===== config.mk =====
export PLATFORM = sky130hd
export DESIGN_NAME = mem_access_unit
export DESIGN_NICKNAME = d
export VERILOG_FILES = /design/src/rtl/mem_access_unit.sv
export SDC_FILE = /design/constraint.sdc
export NUM_CORES = 1
export LEC_CHECK = 0
export CAP_MARGIN = 20
export CORE_ASPECT_RATIO = 1.5
export CORE_MARGIN = 1.5
export CORE_UTILIZATION = 45
export DETAILED_ROUTE_END_ITERATION = 16
export HOLD_SLACK_MARGIN = 0.12
export PLACE_DENSITY = 0.78
export RECOVER_POWER = 50
export REMOVE_ABC_BUFFERS = 1
export SYNTH_ARGS = -nofsm -noshare
export SYNTH_HDL_FRONTEND = slang
export SYNTH_SLANG_ARGS = --single-unit

===== constraint.sdc =====
create_clock -name clk -period 4.2 [get_ports clk]
set_input_delay 0.84 -clock clk [delete_from_list [all_inputs] [get_ports clk]]
set_output_delay 0.84 -clock clk [all_outputs]
set_load 0.02 [all_outputs]

===== src/rtl/mem_access_unit.sv =====
// mem_access_unit: LC-3b MEM-stage controller driving port B for byte/word/indirect loads and stores
module mem_access_unit (
    input  logic        clk,
    input  logic        reset,
    input  logic        valid,
    input  logic [2:0]  mem_op,
    input  logic [15:0] addr,
    input  logic [15:0] store_data,
    input  logic        advance,
    input  logic        resp_b,
    input  logic [15:0] rdata_b,
    output logic        read_b,
    output logic        write_b,
    output logic [1:0]  wmask_b,
    output logic [15:0] address_b,
    output logic [15:0] wdata_b,
    output logic        stall,
    output logic [15:0] load_data,
    output logic        done
);
    typedef enum logic [1:0] {IDLE, IND, ACC, DONE} state_t;
    state_t      state_q, state_d;
    logic [2:0]  op_q, op_d;
    logic [15:0] addr_q, addr_d, sdata_q, sdata_d;
    logic        read_q, read_d, write_q, write_d, done_q, done_d;
    logic [1:0]  wmask_q, wmask_d;
    logic [15:0] address_q, address_d, wdata_q, wdata_d, load_q, load_d;
    logic        start, from_idle;
    logic [2:0]  acc_op;
    logic [15:0] acc_addr, acc_sd;
    // codes 000 and 100 both have op[1:0]==00 and are treated as NONE
    assign start     = valid & (mem_op[1:0] != 2'b00);
    assign from_idle = state_q == IDLE;
    // the data access is set up either straight from EX or from the indirect pointer
    assign acc_op    = from_idle ? mem_op : op_q;
    assign acc_addr  = from_idle ? addr : rdata_b;
    assign acc_sd    = from_idle ? store_data : sdata_q;
    always_comb begin
        state_d   = state_q;
        op_d      = op_q;
        addr_d    = addr_q;
        sdata_d   = sdata_q;
        read_d    = read_q;
        write_d   = write_q;
        wmask_d   = wmask_q;
        address_d = address_q;
        wdata_d   = wdata_q;
        load_d    = load_q;
        case (state_q)
            IDLE: if (start) begin
                op_d    = mem_op;
                addr_d  = addr;
                sdata_d = store_data;
                state_d = &mem_op[1:0] ? IND : ACC;
            end
            IND: if (resp_b) begin
                addr_d  = rdata_b;
                state_d = ACC;
            end
            ACC: if (resp_b) begin
                state_d = DONE;
                load_d  = op_q[2] ? load_q :
                          op_q[1:0] == 2'b10 ? {8'h00, addr_q[0] ? rdata_b[15:8] : rdata_b[7:0]} :
                          rdata_b;
            end
            DONE: if (advance) state_d = IDLE;
            default: state_d = IDLE;
        endcase
        if (state_d == IND && from_idle) begin
            read_d    = 1'b1;
            write_d   = 1'b0;
            wmask_d   = 2'b00;
            address_d = {addr[15:1], 1'b0};
        end
        if (state_d == ACC && state_q != ACC) begin
            read_d    = ~acc_op[2];
            write_d   = acc_op[2];
            wmask_d   = !acc_op[2] ? 2'b00 : acc_op[1:0] == 2'b10 ? (acc_addr[0] ? 2'b10 : 2'b01) : 2'b11;
            address_d = {acc_addr[15:1], 1'b0};
            wdata_d   = acc_op[1:0] == 2'b10 ? {acc_sd[7:0], acc_sd[7:0]} : acc_sd;
        end
        if (state_d == DONE) begin
            read_d  = 1'b0;
            write_d = 1'b0;
            wmask_d = 2'b00;
        end
        done_d = state_d == DONE;
    end
    always_ff @(posedge clk) begin
        if (reset) begin
            state_q   <= IDLE;
            op_q      <= 3'b000;
            addr_q    <= 16'h0000;
            sdata_q   <= 16'h0000;
            read_q    <= 1'b0;
            write_q   <= 1'b0;
            wmask_q   <= 2'b00;
            address_q <= 16'h0000;
            wdata_q   <= 16'h0000;
            load_q    <= 16'h0000;
            done_q    <= 1'b0;
        end else begin
            state_q   <= state_d;
            op_q      <= op_d;
            addr_q    <= addr_d;
            sdata_q   <= sdata_d;
            read_q    <= read_d;
            write_q   <= write_d;
            wmask_q   <= wmask_d;
            address_q <= address_d;
            wdata_q   <= wdata_d;
            load_q    <= load_d;
            done_q    <= done_d;
        end
    end
    assign stall     = (from_idle & start) | (state_q == IND) | (state_q == ACC);
    assign read_b    = read_q;
    assign write_b   = write_q;
    assign wmask_b   = wmask_q;
    assign address_b = address_q;
    assign wdata_b   = wdata_q;
    assign load_data = load_q;
    assign done      = done_q;
endmodule

==> run metrics, run 1 <==
status completed; final setup fails 0; row count 39; vias in the first global route 3144; syn avg cell area 8.86 um2; final hold violation count 0; Tot GR Track Use 22.7%; Crit path largest cell delay 0.67 ns; Ports 110; core box area 7560 um2; Post-synth ARST share 0%; ys flop type dfxtp_1; layout cells sized above 1 8.01%; clock skew 0.00696 ns; ANT cells 0; first-pass GRT wire length 14500 um; area occupied by multi-input gates 1770 um2; Bufs and invs on worst path 2; worst-margin pin slew 1.20 ns; antenna-violating nets left 0; fin cells 589; Worst Hold Slack 0.451 ns; sequential cell area 1480 um2; Worst EP arrival 2.64 ns; Layout Nets 538; setup_tns 0 ns; final slew viol count 0; Post-synth EDFFs 0; Worst path slowest cell dlygate4sd3_1; Ys Warns 0; DR vias/cell 5.39; CP required 3.36 ns; Layout area overhead 39.9%; DP HPWL 6310 um; Worst Setup Start Kind input port; PD cells 447 nW/um2; clk slew on worst S/H paths 0.05 ns; final worst slack 0.723 ns; Hold Path Class reg -> reg; post-synth cell types 47; port buffer count 108; #FFs+latches synth 74; Clock Latency Late Sink 0.34 ns; Slew headroom 19.8%; First-pass DRT Iterations 4; Cells after Synth 391; initial antenna violation count 0; area of the die 8250 um2; Via Count 3177; grt ovf 0; Resize count post-CTS 0; post-CTS setup buffer count 0; Final GP Congestion 0.765; maximum vdd drop 0.313 mV; part of the cycle the worst path needs 82.8%; CP dominant cell by count a21oi_1; max_cap viols 0; H-tree depth 3; Initial DRC Count 121; filler instances 653; # clock sinks 74; Crit Path Max Fanout 5; starting density of the core 45.8%; Static Leak 2.01 nW; dpl cells 573; TritonCTS clock tree yes; CTS Hold Bufs 0; WS Path Type in -> out; RSZ-0062 raised after global routing no; root buf cell clkbuf_16; largest net degree at the start of global routing 49; WL per Instance 15.3 um; Max Root-Sink Buffers 2; Place WS 0.901 ns; crit-path cells dlygate4sd3_1 -> or2_0 -> a21oi_1 -> a21oi_1 -> clkdlybuf4s50_1; Die Y-Extent 110 um; post-layout util 64.1%; Die W 74.7 um; DR DRC count 0; kind of cell adding the most delay to the critical path buffers and inverters; final wirelength 8990 um; crit end category output port; CTS Buf Count 9; mapped cell area 3470 um2; Seq/Total Area, Yosys 42.7%; fmax 288 MHz; Final Critical Period 3.48 ns
==> stage by stage <==
stage / power [W] / cell area [um2]
5_1_grt: 0.00226 / 4850
4_1_cts: 0.00220 / 4860
3_5_place_dp: 0.00127 / 4490
6_report: 0.00217 / 4850
3_3_place_gp: 0.00126 / 4490
2_1_floorplan: 0.00106 / 3260
==> final timing paths <==
check / start / slack (ns) / end / cells past startpoint
max: mem_op[0] / 0.72 / stall / 5
min: sdata_q[7] / 0.45 / sdata_q[7] / 2
max reg2reg: state_q[0] / 1.79 / address_b[10] / 5
min reg2reg: sdata_q[7] / 0.45 / sdata_q[7] / 2
==> cells in the mapped netlist (all sizes together) (2+ instances only) <==
cell	n	area share, %
nand2	57	6.2
nand3b	9	1.9
a311oi	8	2.0
o21ai	27	4.0
clkbuf	14	1.6
or3	16	2.9
a211oi	8	1.7
dfxtp	74	43
nor2b	2	0.36
mux2	10	3.4
buf	18	4.4
mux2i	34	9.8
and3	2	0.40
a21oi	51	7.7
o211ai	3	0.65
nor2	18	2.4
nand2b	4	0.72
or2	2	0.43
nand3	19	2.7
==> cell type report <==
class                           instances  share of cell area (%)
Multi-Input combinational cell        284                    36.4
Inverter                                1                  0.0774
Tap cell                              102                    2.63
Timing Repair Buffer                  112                    22.7
Sequential cell                        74                    30.6
Clock inverter                          7                    2.92
Clock buffer                            9                    4.65
==> power breakdown <==
part	leakage, nW	switching (W)	total [W]	internal [W]
clock	0.176	0.000293	0.000932	0.000640
sequential	0.605	0.0000319	0.000790	0.000758
combinational	1.23	0.000242	0.000444	0.000202
total	2.01	0.000566	0.00217	0.00160
==> metal layers <==
layer | vias up | track usage [%] | part of all wire [%]
li1 | 1567 | - | -
met1 | 1480 | 24.9 | 40
met2 | 116 | 40.0 | 52
met3 | 14 | 4.38 | 6.1
met4 | 0 | 11.4 | 2.1
met5 | - | 0 | 0
==> flip-flops by register name, summed over array words and instances (netlist names) <==
name and count:
sdata_q 16, write_b 1, done 1, state_q 2, wdata_b 16, address_b 15
load_data 16, wmask_b 2, op_q 3, read_b 1, addr_q 1
==> cell families after synthesis <==
group | count (synthesis) | share of synthesized area, %
other cells | 1 | 0.108
buf+inv | 33 | 6.10
flops | 74 | 42.7
mux | 44 | 13.2
xor+xnor | 1 | 0.253
simple gates | 136 | 20.1
compound gates | 102 | 17.5
==> worst reg2reg max path: cells and delay by family (launching register included) <==
family                 cells  cell delay, ns
AOI/OAI and AO/OA          3            0.55
buffers and inverters      1            0.90
DFF                        1            0.76
and+or+nand+nor            1            0.12
==> cells in the final DEF, fill, tap and decap left out, drive strengths merged, types with 2 or more instances in the layout <==
cell,n
a211oi,8
a21oi,51
a311oi,8
and3,2
buf,4
bufinv,4
clkbuf,10
clkdlybuf4s50,53
clkinv,2
dfxtp,74
dlygate4sd3,54
mux2,10
mux2i,34
nand2,57
nand2b,4
nand3,19
nand3b,9
nor2,18
nor2b,2
o211ai,3
o21ai,27
or2,2
or3,16
(Power assumes the default switching activity.)
==> run 2, diff against run 1 <==
- clock period: 4.2 -> 3.3 ns (I/O delays scaled with it)
==> run 2 against run 1 <==
Wire length is 1.8% lower. Flip-flop and latch count stayed put. Via count is 2.3% lower. Final cell count is 0.17% higher. Clock skew is 0.0017 ns lower. Sequential share of layout area is 0.42 points higher. Clock power is 2% lower. Critical path type unchanged. Largest power group is now sequential cells.
==> run metrics, run 2 (synthesis results as in run 1) <==
status completed; crit end category output port; DR DRC count 0; Ports 110; Via Count 3104; first-pass GRT wire length 14000 um; Layout area overhead 38.0%; R2R Path End wdata_b[12]; Worst path slowest cell dlygate4sd3_1; kind of cell adding the most delay to the critical path buffers and inverters; final setup fails 0; hold path start load_data[12]; Slew headroom 20.9%; TritonCTS clock tree yes; Tot GR Track Use 22.0%; Worst EP arrival 2.31 ns; First-pass DRT Iterations 4; FF-to-FF Start state_q[1]; critical path depth 5; CTS Buf Count 9; crit-path cells dlygate4sd3_1 -> or2_4 -> a21oi_1 -> a21oi_1 -> clkdlybuf4s50_1; Worst Hold Slack 0.446 ns; max_cap viols 0; area of the die 8250 um2; vias in the first global route 3028; Worst Hold Path Cells 2; DR vias/cell 5.26; maximum vdd drop 0.345 mV; clock skew 0.00521 ns; core box area 7560 um2; Crit. Startpoint mem_op[0]; hold endpoint load_data[12]; Bufs and invs on worst path 2; WL per Instance 15.0 um; Initial DRC Count 80; area occupied by multi-input gates 1760 um2; Die W 74.7 um; final wirelength 8830 um; R2R depth 5; Clock Latency Late Sink 0.33 ns; initial antenna violation count 0; commonest non-fill, non-tap cell in the layout dfxtp_1; CTS Hold Bufs 0; Final Critical Period 2.97 ns; clk slew on worst S/H paths 0.05 ns; port buffer count 108; WS Path Type in -> out; final hold violation count 0; fmax 336 MHz; CP dominant cell by count a21oi_1; setup_tns 0 ns; final slew viol count 0; Layout Nets 539; Static Leak 1.98 nW; CP required 2.64 ns; Crit Path Max Fanout 5; H-tree depth 3; Worst Setup Start Kind input port; filler instances 662; antenna-violating nets left 0; RSZ-0062 raised after global routing no; FF-to-FF setup slack 0.99 ns; Crit path largest cell delay 0.64 ns; part of the cycle the worst path needs 90.1%; grt ovf 0; starting density of the core 45.8%; root buf cell clkbuf_16; Final GP Congestion 0.785; Max Root-Sink Buffers 2; largest net degree at the start of global routing 49; worst-margin pin slew 1.19 ns; post-CTS setup buffer count 0; ANT cells 0; layout cells sized above 1 7.79%; sequential cell area 1480 um2; Resize count post-CTS 0; Die Y-Extent 110 um; # clock sinks 74; PD cells 521 nW/um2; row count 39; DP HPWL 6210 um; Hold Path Class reg -> reg; most frequent cells in the layout dfxtp_1, nand2_1, dlygate4sd3_1
run 2: final cells by class:
cell class              instances  area share, %
multi-input cells             284           36.9
inverters                       1         0.0785
repair buffers                113           23.5
well taps                     102           2.67
clock buffers                  14           5.73
clock inverters                 2          0.209
flip-flops and latches         74           31.0
run 2: how the worst max path moves through the flow:
stage,end,slack [ns]
floorplan,wdata_b[10],0.75
global placement,stall,0.42
detailed placement,stall,0.40
CTS,stall,0.40
global route,stall,0.27
finish,stall,0.33
run 2: worst min-delay path: stages, from the launching register on:
cell and delay (ns):
dfxtp_1 0.30, nand2_1 0.05, a21oi_1 0.05
run 2: per-stage QoR:
step | area [um2] | std cells | setup slack [ns] | util, % | power [W]
2_1_floorplan | 3260 | 359 | 0.748 | - | 0.00134
3_3_place_gp | 4510 | 574 | 0.418 | 59.7 | 0.00161
3_5_place_dp | 4510 | 574 | 0.403 | 59.7 | 0.00162
4_1_cts | 4800 | 590 | 0.402 | 63.4 | 0.00253
5_1_grt | 4780 | 590 | 0.265 | 63.2 | 0.00260
6_report | 4780 | 590 | 0.327 | 63.2 | 0.00249
run 2: routing by layer:
metal	wire, um	up-vias	track usage [%]
met2	4720	104	40.2
met3	586	14	4.47
li1	-	1573	-
met5	0	-	0
met1	3330	1413	23.1
met4	187	0	9.94
run 2: where the power goes:
part	internal, W	switching [W]
clock network	0.000568	0.000350
logic	0.000260	0.000310
registers	0.000966	0.0000356
total	0.00179	0.000696
==> run 3, diff against run 2 <==
- ABC_CLOCK_PERIOD_IN_PS: unset -> 3100
- clock period: 3.3 -> 3.1 ns (I/O delays scaled with it)
==> run 3 against run 2 <==
Sequential share of layout area fell by 0.56 points. Wire length rose by 0.79%. Largest cell class unchanged. Sequential power rose by 6%. Flip-flop and latch count did not move. First-iteration DRC count rose by 24%. Total power rose by 16%. Largest power group is now clock.
==> run metrics, run 3 (synthesis results as in run 1) <==
FF-to-FF Start state_q[1]; FF-to-FF setup slack 0.75 ns; Design Power 0.00288 W; post-CTS setup buffer count 0; clk slew on worst S/H paths 0.05 ns; WL per Instance 15.0 um; TritonCTS clock tree yes; Hold Path Class reg -> reg; Via Count 3181; port buffer count 108; starting density of the core 45.8%; Clock Latency Late Sink 0.33 ns; fmax 358 MHz; Place WS 0.310 ns; final hold violation count 0; Worst path slowest cell dlygate4sd3_1; CTS Hold Bufs 0; largest net degree at the start of global routing 49; DR DRC count 0; Final Critical Period 2.80 ns; sequential cell area 1480 um2; Bufs and invs on worst path 2; max_cap viols 0; most frequent cells in the layout dfxtp_1, nand2_1, dlygate4sd3_1; root buf cell clkbuf_16; area of the die 8250 um2; clock skew 0.00431 ns; Worst Hold Path Cells 2; final slew viol count 0; Layout area overhead 40.5%; vias in the first global route 3049; WS Path Type in -> out; ANT cells 0; final worst slack 0.305 ns; Final GP Congestion 0.752; DR vias/cell 5.36; RSZ-0062 raised after global routing no; commonest non-fill, non-tap cell in the layout dfxtp_1; hold path start load_data[8]; Crit path largest cell delay 0.55 ns; First-pass DRT Iterations 5; final wirelength 8900 um; Crit Path Max Fanout 4; crit end category output port; area occupied by multi-input gates 1770 um2; Die Y-Extent 110 um; hold endpoint load_data[8]; Initial DRC Count 99; kind of cell adding the most delay to the critical path buffers and inverters; worst-margin pin slew 1.19 ns; first-pass GRT wire length 14000 um; R2R depth 5; setup_tns 0 ns; Resize count post-CTS 0; Static Leak 2.03 nW; CP required 2.48 ns; core box area 7560 um2; layout cells sized above 1 8.94%; # clock sinks 74; grt ovf 0; status completed; antenna-violating nets left 0; row count 39; part of the cycle the worst path needs 90.2%; filler instances 652; R2R Path End wdata_b[15]; Worst EP arrival 2.18 ns; final setup fails 0; CP dominant cell by count a21oi_1; Die W 74.7 um; critical path depth 5; PD cells 592 nW/um2; Tot GR Track Use 21.9%; maximum vdd drop 0.366 mV; initial antenna violation count 0; Ports 110; Worst Setup Start Kind input port; crit-path cells dlygate4sd3_1 -> or2_4 -> a21oi_1 -> a21oi_1 -> clkdlybuf4s50_1; Slew headroom 20.9%; CTS Buf Count 9; Max Root-Sink Buffers 2; DP HPWL 6260 um; H-tree depth 3; Layout Nets 543
run 3: cell types whose count changed in the layout (fill, tap and decap cells not counted), sizes merged:
| cell | previous run | this run |
|---|---|---|
| buf | 5 | 8 |
| bufinv | 0 | 3 |
| clkbuf | 15 | 13 |
| clkdlybuf4s50 | 53 | 52 |
| dlygate4sd3 | 54 | 55 |
run 3: worst max-delay path by stage:
stage                           from            end  slack, ns
final                      mem_op[0]          stall       0.30
after global routing       mem_op[0]  address_b[15]       0.21
after CTS                  mem_op[1]          stall       0.30
after detailed placement   mem_op[1]          stall       0.31
after global placement     mem_op[1]          stall       0.33
after floorplan           state_q[1]    wdata_b[10]       0.55
run 3: through the flow:
| step | hold WS [ns] | utilization (%) | area, um2 | instances |
|---|---|---|---|---|
| final | 0.446 | 64.4 | 4870 | 594 |
| after global routing | 0.464 | 64.4 | 4870 | 594 |
| after CTS | 0.453 | 64.5 | 4880 | 594 |
| after detailed placement | 0.444 | 59.9 | 4530 | 578 |
| after global placement | 0.438 | 59.9 | 4530 | 578 |
| after floorplan | 0.430 | - | 3260 | 359 |
run 3: metal layers:
layer  GRT usage, %  vias up  wire (um)
li1               -     1581          -
met1           23.7     1473       3460
met2           39.2      116       4620
met3           6.11       11        691
met4           7.76        0        123
met5              0        -          0
run 3: final cells by class:
class,count,area share [%]
clock inverters,5,2.06
multi-input cells,284,36.3
flip-flops and latches,74,30.4
clock buffers,11,5.19
repair buffers,117,23.3
inverters,1,0.0771
well taps,102,2.62
run 3: power breakdown:
group | total [W] | internal [W] | leakage [nW] | switching [W]
Combinational | 0.000612 | 0.000279 | 1.25 | 0.000332
Clock | 0.00121 | 0.000826 | 0.176 | 0.000381
Sequential | 0.00106 | 0.00103 | 0.605 | 0.0000374
run 3: tightest hold or removal path, delay by kind of cell, from the launching register on:
| kind | cells | cell delay, ns |
|---|---|---|
| AND/OR/NAND/NOR | 1 | 0.05 |
| AO/OA/AOI/OAI | 1 | 0.05 |
| flip-flops | 1 | 0.30 |
==> RTL edit (settings of run 2) <==
Re-encode `state_t` (4 states) as one-hot, 4 bits wide.
--- a/src/rtl/mem_access_unit.sv
+++ b/src/rtl/mem_access_unit.sv
@@ -18,7 +18,7 @@
     output logic [15:0] load_data,
     output logic        done
 );
-    typedef enum logic [1:0] {IDLE, IND, ACC, DONE} state_t;
+    typedef enum logic [3:0] {IDLE = 4'b0001, IND = 4'b0010, ACC = 4'b0100, DONE = 4'b1000} state_t;
     state_t      state_q, state_d;
     logic [2:0]  op_q, op_d;
     logic [15:0] addr_q, addr_d, sdata_q, sdata_d;
Check against the original RTL: no difference found for any inputs over 10 cycles, from zero or initial values and one cycle with reset high; not proved beyond that.
==> RTL edit against run 2 <==
  * Global-route usage rose by 0.74 points
  * Synthesized area rose by 1.5%
  * Total power rose by 5.5%
  * Maximum frequency rose by 0.50%
  * Combinational power rose by 21%
  * Synthesized cell count rose by 2.8%
  * Sequential cell count rose by 2
  * Utilization rose by 1.3 points
  * Worst setup slack improved by 15 ps
  * Via count rose by 4.0%
  * Clock power fell by 4.5%
  * Wire length rose by 1.5%
  * Final area rose by 2.7%
  * Die area rose by 1.5%
  * Critical path type unchanged
==> RTL edit: results (changes against run 2) <==
metric,value,unit,change
run_status,"complete, no violations",,
via_per_inst,5.33,,+1.3%
ys_seq_area_share,43.2,%,+0.50 points
drive_above_1_share,10.1,%,+2.3 points
ir_drop,0.346,mV,+0.16%
grt_pass1_vias,3173,,+4.8%
sequentialPower,1.06,mW,+6%
drtIter0Drc,182,,+130%
cp_slowest_stage_delay,600,ps,-40 ps
grt_util_all_layers,22.8,%,+0.74 points
grt_max_degree,31,,-37%
fin_skew,3.81,ps,-1.41 ps
place.gp.congestion,0.780,,-0.62%
max-slew-margin-rel,32.1,%,+11 points
synth_common_cells,"nand2_1 (80), dfxtp_1 (76), mux2i_1 (51), nor2_1 (40), a21oi_1 (39)",,
clock_power_share,33.4,%,-3.5 points
layout.cells.non_filler,606,,+2.7%
syn_area_per_cell,8.75,µm²,-1.3%
gr-usage-met3,3.18,%,-1.3 points
layout.nets,555,,+3.0%
yosys.cell_types.count,38,,-19%
grt_pass1_wl,14700,µm,+5.2%
area_delta_synth_final,39.6,%,
postRouteWirelength,8960,µm,+1.5%
swShare,29.8,%,+1.9 points
place_hpwl,6530,µm,+5.0%
==> RTL edit: cell count changes after synthesis, moves of 5 or more <==
cell / run 2 / this run
mux2_2: 9 / 4
clkbuf_1: 13 / 18
nor2_1: 17 / 40
nand3b_1: 9 / 2
mux2i_1: 34 / 51
nand3_1: 19 / 11
or3_1: 16 / 0
nor2_2: 0 / 6
a211oi_2: 0 / 8
o21ai_0: 19 / 3
nand2_1: 57 / 80
o21ai_1: 7 / 0
a21oi_1: 50 / 39
==> RTL edit: cells by family (layout without fill, tap and decap cells) <==
kind of cell / after synthesis / after routing / share of synthesized area (%)
and+or+nand+nor: 158 / 158 / 20.3
AOI/OAI and AO/OA: 79 / 79 / 15.9
DFF: 76 / 76 / 43.2
muxes: 55 / 55 / 15.8
buffers and inverters: 33 / 135 / 4.62
other: 1 / 1 / 0.107
==> RTL edit: final cells by class <==
class | instances | area share [%]
clock inverters | 6 | 0.611
flip-flops and latches | 76 | 31.0
clock buffers | 10 | 4.86
inverters | 1 | 0.0764
well taps | 102 | 2.60
multi-input cells | 293 | 37.5
repair buffers | 118 | 23.4
==> RTL edit: worst paths after layout <==
path	cells after the start	endpoint	slack, ps	from
worst min register to register	2	address_b[15]$_SDFFE_PP0P_	450	address_b[15]$_SDFFE_PP0P_
worst min-delay path	2	address_b[15]$_SDFFE_PP0P_	450	address_b[15]$_SDFFE_PP0P_
worst max-delay path	6	stall	340	valid
worst max register to register	6	address_b[3]$_SDFFE_PP0P_	990	state_q[0]$_SDFF_PP1_
==> RTL edit: metrics by stage <==
stage               hold WS (ps)  power, mW  instance area, µm²
floorplan                    430       1.48                3360
global placement             437       1.78                4650
detailed placement           444       1.80                4650
CTS                          451       2.68                4920
global route                 466       2.76                4910
finish                       451       2.63                4910
